## src/rtl/cios_row_pe.sv

```systemverilog
// One outer CIOS Montgomery row: t <- (t + a_i*B + m*N) / 2^WIDTH, streamed word by word.
// A single multiply-accumulate unit is time-shared across the LOAD, FOLD, MCALC, RED and FIN phases.
module cios_row_pe #(
  parameter int WIDTH = 32,
  parameter int WORDS = 4
) (
  input  logic                       clk,
  input  logic                       rst,
  input  logic                       start,
  input  logic [WIDTH-1:0]           a_i,
  input  logic [WIDTH-1:0]           n_prime,
  input  logic [WIDTH-1:0]           t_hi_in,
  input  logic                       t_top_in,
  input  logic                       in_valid,
  output logic                       in_ready,
  input  logic [WIDTH-1:0]           b_j,
  input  logic [WIDTH-1:0]           n_j,
  input  logic [WIDTH-1:0]           t_j,
  output logic                       out_valid,
  output logic [$clog2(WORDS)-1:0]   out_idx,
  output logic [WIDTH-1:0]           out_word,
  output logic [WIDTH-1:0]           t_hi_out,
  output logic                       busy,
  output logic                       done
);

  localparam int IDX_W = $clog2(WORDS);
  localparam int SUM_W = 2 * WIDTH + 1;
  localparam logic [IDX_W-1:0] LAST = IDX_W'(WORDS - 1);

  typedef enum logic [2:0] {IDLE, LOAD, FOLD, MCALC, RED, FIN} state_t;

  // Handshake: a word triple transfers on any rising edge where in_valid && in_ready;
  // out_valid is a one-cycle pulse with no backpressure.

  state_t             state_q, state_d;
  logic [IDX_W-1:0]   idx_q, idx_d;
  logic [WIDTH-1:0]   c_q, c_d;
  logic [WIDTH-1:0]   a_q, a_d;
  logic [WIDTH-1:0]   np_q, np_d;
  logic [WIDTH-1:0]   thi_q, thi_d;
  logic [1:0]         ttop_q, ttop_d;
  logic [WIDTH-1:0]   m_q, m_d;
  logic [WIDTH-1:0]   sbuf_q [WORDS];
  logic [WIDTH-1:0]   sbuf_d [WORDS];
  logic [WIDTH-1:0]   nbuf_q [WORDS];
  logic [WIDTH-1:0]   nbuf_d [WORDS];
  logic               out_valid_q, out_valid_d;
  logic [IDX_W-1:0]   out_idx_q, out_idx_d;
  logic [WIDTH-1:0]   out_word_q, out_word_d;
  logic [WIDTH-1:0]   t_hi_out_q, t_hi_out_d;
  logic               done_q, done_d;

  logic [WIDTH-1:0]   mac_x, mac_y, mac_z, mac_c;
  logic [SUM_W-1:0]   mac_sum;
  logic [WIDTH-1:0]   mac_lo, mac_hi;

  always_comb begin
    mac_x = '0;
    mac_y = '0;
    mac_z = '0;
    mac_c = '0;
    case (state_q)
      LOAD: begin
        mac_x = t_j;
        mac_y = a_q;
        mac_z = b_j;
        mac_c = c_q;
      end
      FOLD, FIN: begin
        mac_x = thi_q;
        mac_c = c_q;
      end
      MCALC: begin
        mac_y = sbuf_q[0];
        mac_z = np_q;
      end
      RED: begin
        mac_x = sbuf_q[idx_q];
        mac_y = m_q;
        mac_z = nbuf_q[idx_q];
        mac_c = c_q;
      end
      default: ;
    endcase
  end

  // Full-width product and sum; the carry split happens only after the whole sum exists.
  assign mac_sum = SUM_W'(mac_x) + SUM_W'(mac_y) * SUM_W'(mac_z) + SUM_W'(mac_c);
  assign mac_lo  = mac_sum[WIDTH-1:0];
  assign mac_hi  = mac_sum[2*WIDTH-1:WIDTH];

  always_comb begin
    state_d    = state_q;
    idx_d      = idx_q;
    c_d        = c_q;
    a_d        = a_q;
    np_d       = np_q;
    thi_d      = thi_q;
    ttop_d     = ttop_q;
    m_d        = m_q;
    sbuf_d     = sbuf_q;
    nbuf_d     = nbuf_q;
    out_valid_d = 1'b0;
    out_idx_d  = out_idx_q;
    out_word_d = out_word_q;
    t_hi_out_d = t_hi_out_q;
    done_d     = 1'b0;
    case (state_q)
      IDLE: begin
        // done_q marks the completion cycle; a start there belongs to the finished row.
        if (start && !done_q) begin
          a_d     = a_i;
          np_d    = n_prime;
          thi_d   = t_hi_in;
          ttop_d  = {1'b0, t_top_in};
          c_d     = '0;
          idx_d   = '0;
          state_d = LOAD;
        end
      end
      LOAD: begin
        if (in_valid) begin
          sbuf_d[idx_q] = mac_lo;
          nbuf_d[idx_q] = n_j;
          c_d           = mac_hi;
          if (idx_q == LAST) begin
            idx_d   = '0;
            state_d = FOLD;
          end else begin
            idx_d = idx_q + 1'b1;
          end
        end
      end
      FOLD: begin
        thi_d   = mac_lo;
        ttop_d  = ttop_q + {1'b0, mac_hi[0]};
        c_d     = '0;
        state_d = MCALC;
      end
      MCALC: begin
        m_d     = mac_lo;
        c_d     = '0;
        idx_d   = '0;
        state_d = RED;
      end
      RED: begin
        c_d = mac_hi;
        if (idx_q != '0) begin
          out_valid_d = 1'b1;
          out_idx_d   = idx_q - 1'b1;
          out_word_d  = mac_lo;
        end
        if (idx_q == LAST) begin
          idx_d   = '0;
          state_d = FIN;
        end else begin
          idx_d = idx_q + 1'b1;
        end
      end
      FIN: begin
        out_valid_d = 1'b1;
        out_idx_d   = LAST;
        out_word_d  = mac_lo;
        t_hi_out_d  = WIDTH'(ttop_q) + mac_hi;
        done_d      = 1'b1;
        c_d         = '0;
        state_d     = IDLE;
      end
      default: state_d = IDLE;
    endcase
  end

  always_ff @(posedge clk or negedge rst) begin
    if (!rst) begin
      state_q     <= IDLE;
      idx_q       <= '0;
      c_q         <= '0;
      a_q         <= '0;
      np_q        <= '0;
      thi_q       <= '0;
      ttop_q      <= '0;
      m_q         <= '0;
      sbuf_q      <= '{default: '0};
      nbuf_q      <= '{default: '0};
      out_valid_q <= 1'b0;
      out_idx_q   <= '0;
      out_word_q  <= '0;
      t_hi_out_q  <= '0;
      done_q      <= 1'b0;
    end else begin
      state_q     <= state_d;
      idx_q       <= idx_d;
      c_q         <= c_d;
      a_q         <= a_d;
      np_q        <= np_d;
      thi_q       <= thi_d;
      ttop_q      <= ttop_d;
      m_q         <= m_d;
      sbuf_q      <= sbuf_d;
      nbuf_q      <= nbuf_d;
      out_valid_q <= out_valid_d;
      out_idx_q   <= out_idx_d;
      out_word_q  <= out_word_d;
      t_hi_out_q  <= t_hi_out_d;
      done_q      <= done_d;
    end
  end

  // m is chosen so the first reduction word cancels; the sum never reaches its top bit.
  always_ff @(posedge clk) begin
    if (state_q == RED && idx_q == '0) assert (mac_lo == '0);
    assert (!mac_sum[SUM_W-1]);
  end

  assign in_ready  = (state_q == LOAD);
  assign busy      = (state_q != IDLE);
  assign out_valid = out_valid_q;
  assign out_idx   = out_idx_q;
  assign out_word  = out_word_q;
  assign t_hi_out  = t_hi_out_q;
  assign done      = done_q;

endmodule

```

## config.mk

```make
export PLATFORM = sky130hd
export DESIGN_NAME = cios_row_pe
export DESIGN_NICKNAME = d
export VERILOG_FILES = /design/src/rtl/cios_row_pe.sv
export SDC_FILE = /design/constraint.sdc
export NUM_CORES = 2
export LEC_CHECK = 0
export CAP_MARGIN = 20
export CORE_ASPECT_RATIO = 1.5
export CORE_MARGIN = 2
export CORE_UTILIZATION = 45
export DETAILED_ROUTE_END_ITERATION = 8
export HOLD_SLACK_MARGIN = 0.03
export SLEW_MARGIN = 10
export SYNTH_ARGS = -nofsm -noshare
export SYNTH_HDL_FRONTEND = slang
export SYNTH_SLANG_ARGS = --single-unit
```

## constraint.sdc

```tcl
create_clock -name clk -period 21.7 [get_ports clk]
set_clock_uncertainty 0.15 [all_clocks]
set_input_delay 3.255 -clock clk [delete_from_list [all_inputs] [get_ports clk]]
set_output_delay 3.255 -clock clk [all_outputs]
set_load 0.005 [all_outputs]
```

==> impl_metrics.env <==
export IMPL_status="finished clean"
export IMPL_root_buffer="clkbuf_16"
export IMPL_min_from="t_hi_out[10]"
export IMPL_setup_worst_path_start_class="input pin"
export IMPL_nFillCells=12200
export IMPL_rsz0062_at_grt="no"
export IMPL_numCtsBuffers=49
export IMPL_grt_overflow_total=0
export IMPL_hold_viol=0
export IMPL_ys_warn_count=0
export IMPL_tns_ns=0
export IMPL_fin_crit_sh_pct=65.2
export IMPL_cp_end_kind="flip-flop"
export IMPL_max_cap_violations=0
export IMPL_dp_hpwl_um=173000
export IMPL_synthCells=6271
export IMPL_antenna_found_initial=8
export IMPL_cts_setup_buffers=0
export IMPL_grt_pass1_wl_um=331000
export IMPL_cts_tree="built"
export IMPL_final_setup_viol_count=0
export IMPL_syn2layout_area_growth_pct=11.3
export IMPL_clock_path_buffers=3
export IMPL_worst_pin_slew_ns=1.26
export IMPL_fin_crit_ns=14.16
export IMPL_synth_edf_count=0
export IMPL_path_common_cell="fa_1"
export IMPL_cts_hold_buf=0
export IMPL_slowest_delay_ns=0.98
export IMPL_ios=267
export IMPL_synthDistinctLibCells=106
export IMPL_crit_arrival_ns=14.55
export IMPL_cp_required_ns=22.09
export IMPL_globalRouteTotalUtil_pct=34.5
export IMPL_clkTransAtPathRegs_ns=0.06
export IMPL_multi_input_area_um2=40900
export IMPL_crit_start="b_j[5]"
export IMPL_design_core_area_um2=128000
export IMPL_totalWireLength_um=225000
export IMPL_num_vias=46600
export IMPL_fp_dieH_um=444
export IMPL_row_count=161
export IMPL_die_w_um=297
export IMPL_nets=7796
export IMPL_syn_num_nets=7710
export IMPL_path_class="in2reg"
export IMPL_grt_pass1_vias=50600
export IMPL_synthArstFlopShare_pct=100
export IMPL_fmax_mhz=70.6
export IMPL_layout_drive_gt1_share_pct=8.87
export IMPL_fin_area_um2=64600
export IMPL_whs_ns=0.318
export IMPL_path_max_fanout=9
export IMPL_fp_dieArea_um2=132000
export IMPL_drt_iter0_drc=4044
export IMPL_initial_core_util_pct=45.3
export IMPL_insertion_delay_ns=0.67
export IMPL_gp_congestion=0.993
export IMPL_dr_pass1_iters=7
export IMPL_htree_levels=2
export IMPL_seq_area_frac_synth_pct=21.2
export IMPL_synth_seq_cells=491
export IMPL_worst_path_max_delay_cell="o22ai_1"
export IMPL_regArea_um2=12300
export IMPL_maxSlewHeadroom_pct=16.1
export IMPL_syn_area_um2=58000
export IMPL_synth_main_ff_cell="dfrtp_1"
export IMPL_cts_sinks=491
export IMPL_synth_avg_cell_area_um2=9.25
export IMPL_min_path_type="reg2reg"
export IMPL_postRouteAntennaNets=0
export IMPL_wire_per_inst_um=27.7
export IMPL_remaining_drc_errors=0
export IMPL_vias_per_cell=5.74
export IMPL_grt_max_degree=185
export IMPL_worstReg2RegStart="state_q[2]"
export IMPL_finalMaxSlewViolations=0
export IMPL_placed_area_um2=62800
export IMPL_port_buffers=266
export IMPL_ctsResizeCount=0
worst max-delay path: cells and delay by family:
kind                       cells  cell delay [ns]
buffers and inverters          6             0.90
adders and majority gates     10             5.04
AOI/OAI and AO/OA              6             2.38
muxes                          1             0.13
and+or+nand+nor                8             2.10
xor gates and xnor gates       1             0.71
per-stage QoR:
step | std cells | utilization (%) | setup slack [ns]
6_report | 8115 | 50.4 | 7.54
5_1_grt | 8110 | 50.4 | 7.18
2_1_floorplan | 6271 | - | 9.70
4_1_cts | 8104 | 50.3 | 7.84
3_3_place_gp | 8012 | 49.0 | 7.29
3_5_place_dp | 8015 | 49.0 | 7.27
cell usage in the layout, fill, tap and decap left out, drive strengths merged, types with 12 or more instances in the layout:
cell / count
a21o: 19
a21oi: 158
a22o: 20
a22oi: 64
a31oi: 15
and2: 17
and3: 18
buf: 133
clkbuf: 68
clkdlybuf4s50: 265
dfrtp: 491
fa: 960
ha: 282
inv: 1004
mux2: 208
mux2i: 101
mux4: 35
nand2: 1162
nand2b: 13
nand3: 25
nand4: 39
nor2: 591
nor2b: 12
nor3: 28
o211ai: 12
o21a: 44
o21ai: 340
o22a: 29
o22ai: 31
xnor2: 38
xor2: 35
path summary, 6_finish.rpt:
check,end,slack [ns],cells after the start
min in group asynchronous,sbuf_q[77],2.44,1
setup reg to reg,t_hi_out[29],8.47,33
max in group asynchronous,state_q[1],16.55,3
hold / removal,t_hi_out[10],0.32,2
setup / recovery,t_hi_out[29],7.54,32
hold reg to reg,t_hi_out[10],0.32,2
logic make-up (layout without fill, tap and decap cells):
| kind of cell | count (synthesis) | count (layout) | synth area share (%) |
|---|---|---|---|
| simple gates | 1949 | 1949 | 13.6 |
| other cells | 0 | 9 | 0 |
| xor+xnor | 73 | 73 | 1.13 |
| fa+ha+maj | 1242 | 1242 | 39.2 |
| flops | 491 | 491 | 21.2 |
| buf+inv | 1365 | 1489 | 9.02 |
| compound gates | 807 | 807 | 8.70 |
| mux | 344 | 344 | 7.14 |
sequential cells by signal, summed over array words and instances, names as in the netlist:
register   count
nbuf_q       128
sbuf_q       128
a_q           32
c_q           32
m_q           32
np_q          32
out_word      32
t_hi_out      32
thi_q         32
state_q        3
idx_q          2
out_idx        2
ttop_q         2
done           1
out_valid      1
cells in the mapped netlist, drive strengths merged (12+ instances only):
library cell	count	area share (%)
o211ai	12	0.16
xor2	35	0.53
o22ai	31	0.33
a21oi	158	1.4
o21ai	340	3.0
nand4	39	0.46
mux2	208	4.0
ha	282	6.1
o22a	29	0.44
a22oi	64	0.83
fa	960	33
nand3	25	0.22
dfrtp	491	21
a31oi	15	0.20
mux4	35	1.4
a21o	19	0.25
clkbuf	308	2.1
nor2	591	3.8
xnor2	38	0.61
and3	18	0.20
mux2i	101	1.7
nor2b	12	0.13
a22o	20	0.30
inv	1001	6.5
o21a	44	0.57
buf	55	0.47
and2	17	0.19
nand2	1162	7.5
nor3	28	0.26
nand2b	13	0.14
area by class of cell:
cell class,count,area share [%]
tap,1711,3.32
timing repair buffer,398,5.75
multi-input combinational,4415,63.4
sequential,491,19.0
clock buffer,68,2.07
inverter,1002,5.82
clock inverter,21,0.548
antenna,9,0.0349
layer usage:
| metal | vias up | part of all wire [%] | GRT usage [%] |
|---|---|---|---|
| li1 | 19800 | - | - |
| met1 | 23800 | 34 | 37.8 |
| met2 | 2203 | 48 | 58.5 |
| met3 | 774 | 7.2 | 5.83 |
| met4 | 2 | 10 | 29.2 |
| met5 | - | 0.0076 | 0 |
Power is left out: the tool's default activity adds up to more than one toggle a clock period on the data nets, which glitch-free logic cannot reach.
